### config.mk
export PLATFORM = sky130hd
export DESIGN_NAME = piso_shift_register_param
export DESIGN_NICKNAME = d
export VERILOG_FILES = /design/src/rtl/piso_shift_register_param.sv
export SDC_FILE = /design/constraint.sdc
export NUM_CORES = 1
export LEC_CHECK = 0
export ABC_AREA = 1
export CORE_MARGIN = 2
export CORE_UTILIZATION = 40
export DETAILED_ROUTE_END_ITERATION = 7
export PLACE_DENSITY = 0.65
export SYNTH_ARGS = -nofsm -noshare
export SYNTH_HDL_FRONTEND = slang
export SYNTH_SLANG_ARGS = --single-unit
### constraint.sdc
create_clock -name Clk_In -period 1.45 [get_ports Clk_In]
set_clock_uncertainty 0.15 [all_clocks]
set_input_delay 0.29 -clock Clk_In [delete_from_list [all_inputs] [get_ports Clk_In]]
set_output_delay 0.29 -clock Clk_In [all_outputs]
set_load 0.01 [all_outputs]
### src/rtl/piso_shift_register_param.sv
// piso_shift_register_param
// Parallel-in / serial-out shift register with a valid/ready word interface.
// A word is accepted on a rising edge when Data_Valid_In and Data_Ready_Out
// are both high; its bits are then presented one per enabled clock, first bit
// on the cycle after accept, MSB or LSB first depending on MSB_FIRST.
// The next word can be accepted while the last bit of the current frame is
// being shifted out, so back-to-back frames run without a gap.
//
// Optional build macro: PISO_PARITY_EN appends an even-parity bit (XOR of the
// captured word) after the data bits; frame length becomes DATA_WIDTH+1.
//
// Parameters:
//   DATA_WIDTH  parallel word width (2..64)
//   MSB_FIRST   1: bit [DATA_WIDTH-1] first, 0: bit [0] first
// Ports:
//   Clk_In            clock, rising edge
//   Resetb_In         asynchronous active-low reset
//   Data_Valid_In     source presents a word
//   Parallel_Data_In  word to serialise
//   Shift_Enable_In   advance one serial bit when high, hold when low
//   Data_Ready_Out    block accepts a word this cycle (combinational)
//   Serial_Data_Out   current serial bit
//   Serial_Valid_Out  Serial_Data_Out carries a frame bit
//   Frame_Start_Out   first bit of a frame
//   Frame_Done_Out    last bit of a frame
//   Busy_Out          high while shifting a frame
module piso_shift_register_param #(
    parameter int unsigned DATA_WIDTH = 8,
    parameter int unsigned MSB_FIRST  = 1
) (
    input  logic                  Clk_In,
    input  logic                  Resetb_In,
    input  logic                  Data_Valid_In,
    input  logic [DATA_WIDTH-1:0] Parallel_Data_In,
    input  logic                  Shift_Enable_In,
    output logic                  Data_Ready_Out,
    output logic                  Serial_Data_Out,
    output logic                  Serial_Valid_Out,
    output logic                  Frame_Start_Out,
    output logic                  Frame_Done_Out,
    output logic                  Busy_Out
);

`ifdef PISO_PARITY_EN
    localparam int unsigned FRAME_LEN = DATA_WIDTH + 1;
`else
    localparam int unsigned FRAME_LEN = DATA_WIDTH;
`endif
    localparam int unsigned      CNT_W    = $clog2(DATA_WIDTH + 2);
    localparam logic [CNT_W-1:0] LAST_IDX = CNT_W'(FRAME_LEN - 1);

    typedef enum logic {
        S_IDLE  = 1'b0,
        S_SHIFT = 1'b1
    } state_t;

    state_t                r_state;
    // Bits not yet presented, pre-shifted so the next bit sits at the exit end
    logic [DATA_WIDTH-1:0] r_shift;
    // Index of the bit currently presented within the frame
    logic [CNT_W-1:0]      r_cnt;
    logic                  r_serial;
    logic                  r_valid;
    logic                  r_start;
    logic                  r_done;
    logic                  r_busy;
`ifdef PISO_PARITY_EN
    logic                  r_parity;
`endif

    logic                  w_ready;
    logic                  w_accept;
    logic                  w_first_bit;
    logic                  w_next_bit;
    logic [DATA_WIDTH-1:0] w_load_shift;
    logic [DATA_WIDTH-1:0] w_adv_shift;
    logic [CNT_W-1:0]      w_cnt_inc;

    // Handshake, bit selection and shift-register next values
    always_comb begin
        w_ready   = Resetb_In & ((r_state == S_IDLE) | (r_done & Shift_Enable_In));
        w_accept  = w_ready & Data_Valid_In;
        w_cnt_inc = r_cnt + CNT_W'(1);
        if (MSB_FIRST != 0) begin
            w_first_bit  = Parallel_Data_In[DATA_WIDTH-1];
            w_load_shift = Parallel_Data_In << 1;
            w_next_bit   = r_shift[DATA_WIDTH-1];
            w_adv_shift  = r_shift << 1;
        end else begin
            w_first_bit  = Parallel_Data_In[0];
            w_load_shift = Parallel_Data_In >> 1;
            w_next_bit   = r_shift[0];
            w_adv_shift  = r_shift >> 1;
        end
`ifdef PISO_PARITY_EN
        // Parity follows the last data bit regardless of bit order
        if (r_cnt == CNT_W'(DATA_WIDTH - 1)) begin
            w_next_bit = r_parity;
        end
`endif
    end

    assign Data_Ready_Out   = w_ready;
    assign Serial_Data_Out  = r_serial;
    assign Serial_Valid_Out = r_valid;
    assign Frame_Start_Out  = r_start;
    assign Frame_Done_Out   = r_done;
    assign Busy_Out         = r_busy;

    // Frame FSM with registered outputs
    always_ff @(posedge Clk_In or negedge Resetb_In) begin
        if (!Resetb_In) begin
            r_state  <= S_IDLE;
            r_shift  <= '0;
            r_cnt    <= '0;
            r_serial <= 1'b0;
            r_valid  <= 1'b0;
            r_start  <= 1'b0;
            r_done   <= 1'b0;
            r_busy   <= 1'b0;
`ifdef PISO_PARITY_EN
            r_parity <= 1'b0;
`endif
        end else if (w_accept) begin
            // New word: present its first bit on the next cycle
            r_state  <= S_SHIFT;
            r_shift  <= w_load_shift;
            r_cnt    <= '0;
            r_serial <= w_first_bit;
            r_valid  <= 1'b1;
            r_start  <= 1'b1;
            r_done   <= 1'b0;
            r_busy   <= 1'b1;
`ifdef PISO_PARITY_EN
            r_parity <= ^Parallel_Data_In;
`endif
        end else begin
            case (r_state)
                S_IDLE: begin
                    r_state <= S_IDLE;
                end
                S_SHIFT: begin
                    if (Shift_Enable_In) begin
                        if (r_done) begin
                            r_state  <= S_IDLE;
                            r_serial <= 1'b0;
                            r_valid  <= 1'b0;
                            r_start  <= 1'b0;
                            r_done   <= 1'b0;
                            r_busy   <= 1'b0;
                        end else begin
                            r_cnt    <= w_cnt_inc;
                            r_shift  <= w_adv_shift;
                            r_serial <= w_next_bit;
                            r_start  <= 1'b0;
                            r_done   <= (w_cnt_inc == LAST_IDX);
                        end
                    end
                end
                default: begin
                    r_state <= S_IDLE;
                end
            endcase
        end
    end

endmodule

==> metrics.yaml <==
outcome: "finished, violations left"
violations: "negative setup slack"
numPortBuffers: 17
critPathMaxStageDelay_ns: 0.39
rsz0062_at_grt: "true"
synth_warnings: 0
synth_cell_types: 16
routed_wl_um: 2167
gp_congestion: 0.7959
antenna_found_initial: 0
cts_buffer_depth: 2
setup_ws_ns: -0.1257
ys_ff_latch: 16
min_path_type: "flip-flop to flip-flop"
start_kind: "flip-flop"
syn_to_final_growth_pct: 49.04
dp_cells: 158
cp_max_fo: 2
ioPinCount: 18
drt-initial-drc-count: 19
hold_viol: 0
num_vias: 847
crit_family: "flip-flops"
p_leak_uw: 0.0006463
h-tree-depth: 1
num_rows: 16
start_util_pct: 42.61
drtPass1Iterations: 4
syn_area_per_cell_um2: 8.043
drcViolationCount: 0
core_area_um2: 1982
power_density_nw_per_um2: 1620
clk-insertion-delay-late_ns: 0.30
finalSetupTns_ns: -0.2249
fmax_ghz: 0.6347
dp_slack_ns: -0.6862
grt_overflow: 0
root_buffer: "clkbuf_4"
syn-num-nets: 119
path_cells: "buf_6, nand2_4, a21boi_2, buf_2"
grt_max_degree: 18
drv_slew: 0
drv_cap: 0
worst_pin_slew_ns: 0.7415
vdd_ir_drop_max_uv: 1076
syn-cell-area_um2: 844.6
clk_pin_slew_ns: 0.10
synth_cells: 105
die_x_um: 49.95
dp_hpwl_um: 1315
critical_path_class: "flip-flop to primary output"
ant_nets: 0
fillerInstances: 180
end_kind: "primary output"
crit_buf_inv: 2
setup_viol_count_final: 3
drive_gt1_share_pct: 23.57
fin_crit_ns: 1.576
grt.total_usage_pct: 17.17
timing.slew.headroom_pct: 50.57
hold_slack_ns: 0.3547
wire_per_inst_um: 12.98
worst_path_max_delay_cell: "dfrtp_1"
first_global_vias: 746
die_y_um: 49.95
grt_pass1_wl_um: 3229
cp.arrival_ns: 1.14
nets: 155
final_cell_count_no_fill: 167
ys_seq_area_share_pct: 47.41
cts_sinks: 16
required_ns: 1.01
dieArea_um2: 2495
cts_buffers: 3
vias_per_cell: 5.072
fin_crit_sh_pct: 108.7
antenna_cells: 0
cts_tree: "yes"
==> cells by family (layout without fill, tap and decap cells) <==
group / count (synthesis) / count (layout) / share of synthesized area (%)
AO/OA/AOI/OAI: 6 / 6 / 3.852
AND/OR/NAND/NOR: 65 / 67 / 36.30
flip-flops: 16 / 16 / 47.41
adder cells (fa/ha/maj): 2 / 2 / 2.962
buffers and inverters: 16 / 49 / 9.481
==> registers in the layout, summed over array words and instances (netlist names) <==
register         cells
Busy_Out             1
Frame_Done_Out       1
Frame_Start_Out      1
Serial_Data_Out      1
r_cnt                4
r_shift              7
r_state              1
==> power breakdown <==
| part | switching, µW | leakage, µW | internal (µW) |
|---|---|---|---|
| sequential | 146 | 0.000202 | 622 |
| clock | 158 | 0.0000210 | 153 |
| combinational | 514 | 0.000424 | 447 |
==> synth_stat cells (all sizes together) <==
library cell,number,area (µm²)
a21boi,1,7.510
a21oi,1,5.000
buf,4,25.02
clkbuf,1,13.76
dfrtp,16,400.4
ha,2,25.02
inv,11,41.29
nand2,31,118.9
nand3,22,122.6
nand4,7,43.79
nor2,5,21.27
o21ai,4,20.02
==> through the flow <==
stage / cell area (µm²) / total power [µW] / util, %
after global routing: 1259 / 2210 / 63.51
after detailed placement: 1115 / 1610 / 56.25
after floorplan: 844.6 / 1241 / -
after CTS: 1161 / 1891 / 58.59
after global placement: 1115 / 1587 / 56.25
final: 1259 / 2040 / 63.51
==> worst register-to-register path: cells and delay by family (launching register included) <==
kind | cells | cell delay, ns
buffers and inverters | 4 | 0.50
DFF | 1 | 0.41
AOI/OAI and AO/OA | 1 | 0.11
and+or+nand+nor | 3 | 0.25
==> layout by cell type, fill, tap and decap left out, types with 5 or more instances in the layout <==
master           synthesis  layout
dfrtp_1                 16      16
clkdlybuf4s50_1          0       9
nand3_1                 21      18
nand4_1                  7       7
buf_6                    0       5
buf_4                    2      11
nand2_1                 30      29
inv_1                   11      11
==> per-layer routing <==
| layer | track usage, % | up-vias | share of wire [%] |
|---|---|---|---|
| li1 | - | 420 | - |
| met1 | 23.33 | 400 | 41 |
| met2 | 26.44 | 25 | 52 |
| met4 | 8.333 | 0 | 0.65 |
| met5 | 0 | - | 0 |
| met3 | 2.727 | 2 | 6.1 |
==> timing repair <==
action,in CTS,in global routing
resized for setup,18,17
endpoints found under the setup margin,21,33
setup buffers,1,2
gates cloned,0,2
hold endpoints to repair,16,0
pin swaps,1,5
hold buffers,1,0
==> area by class of cell <==
type                            instances  area, µm²  share of cell area [%]
Clock buffer                            4      36.28                   2.883
Inverter                               11      41.29                   3.280
Multi-Input combinational cell         75      440.4                   34.99
Sequential cell                        16      400.4                   31.81
Tap cell                               27      33.78                   2.684
Timing Repair Buffer                   34      306.5                   24.35
==> final timing paths <==
kind	from	to	slack, ns	cells after the start
worst max-delay path	Frame_Done_Out$_DFFE_PN0P_	Data_Ready_Out	-0.13	4
worst min-delay path	Frame_Start_Out$_DFFE_PN0P_	Frame_Start_Out$_DFFE_PN0P_	0.35	2
worst max register to register	Frame_Done_Out$_DFFE_PN0P_	Frame_Done_Out$_DFFE_PN0P_	-0.02	8
worst min register to register	Frame_Start_Out$_DFFE_PN0P_	Frame_Start_Out$_DFFE_PN0P_	0.35	2
max in group asynchronous	Resetb_In	r_cnt[1]$_DFFE_PN0P_	0.25	3
min in group asynchronous	Resetb_In	r_shift[7]$_DFFE_PN0P_	0.43	3
No activity file was read; power rests on OpenSTA's default activity.
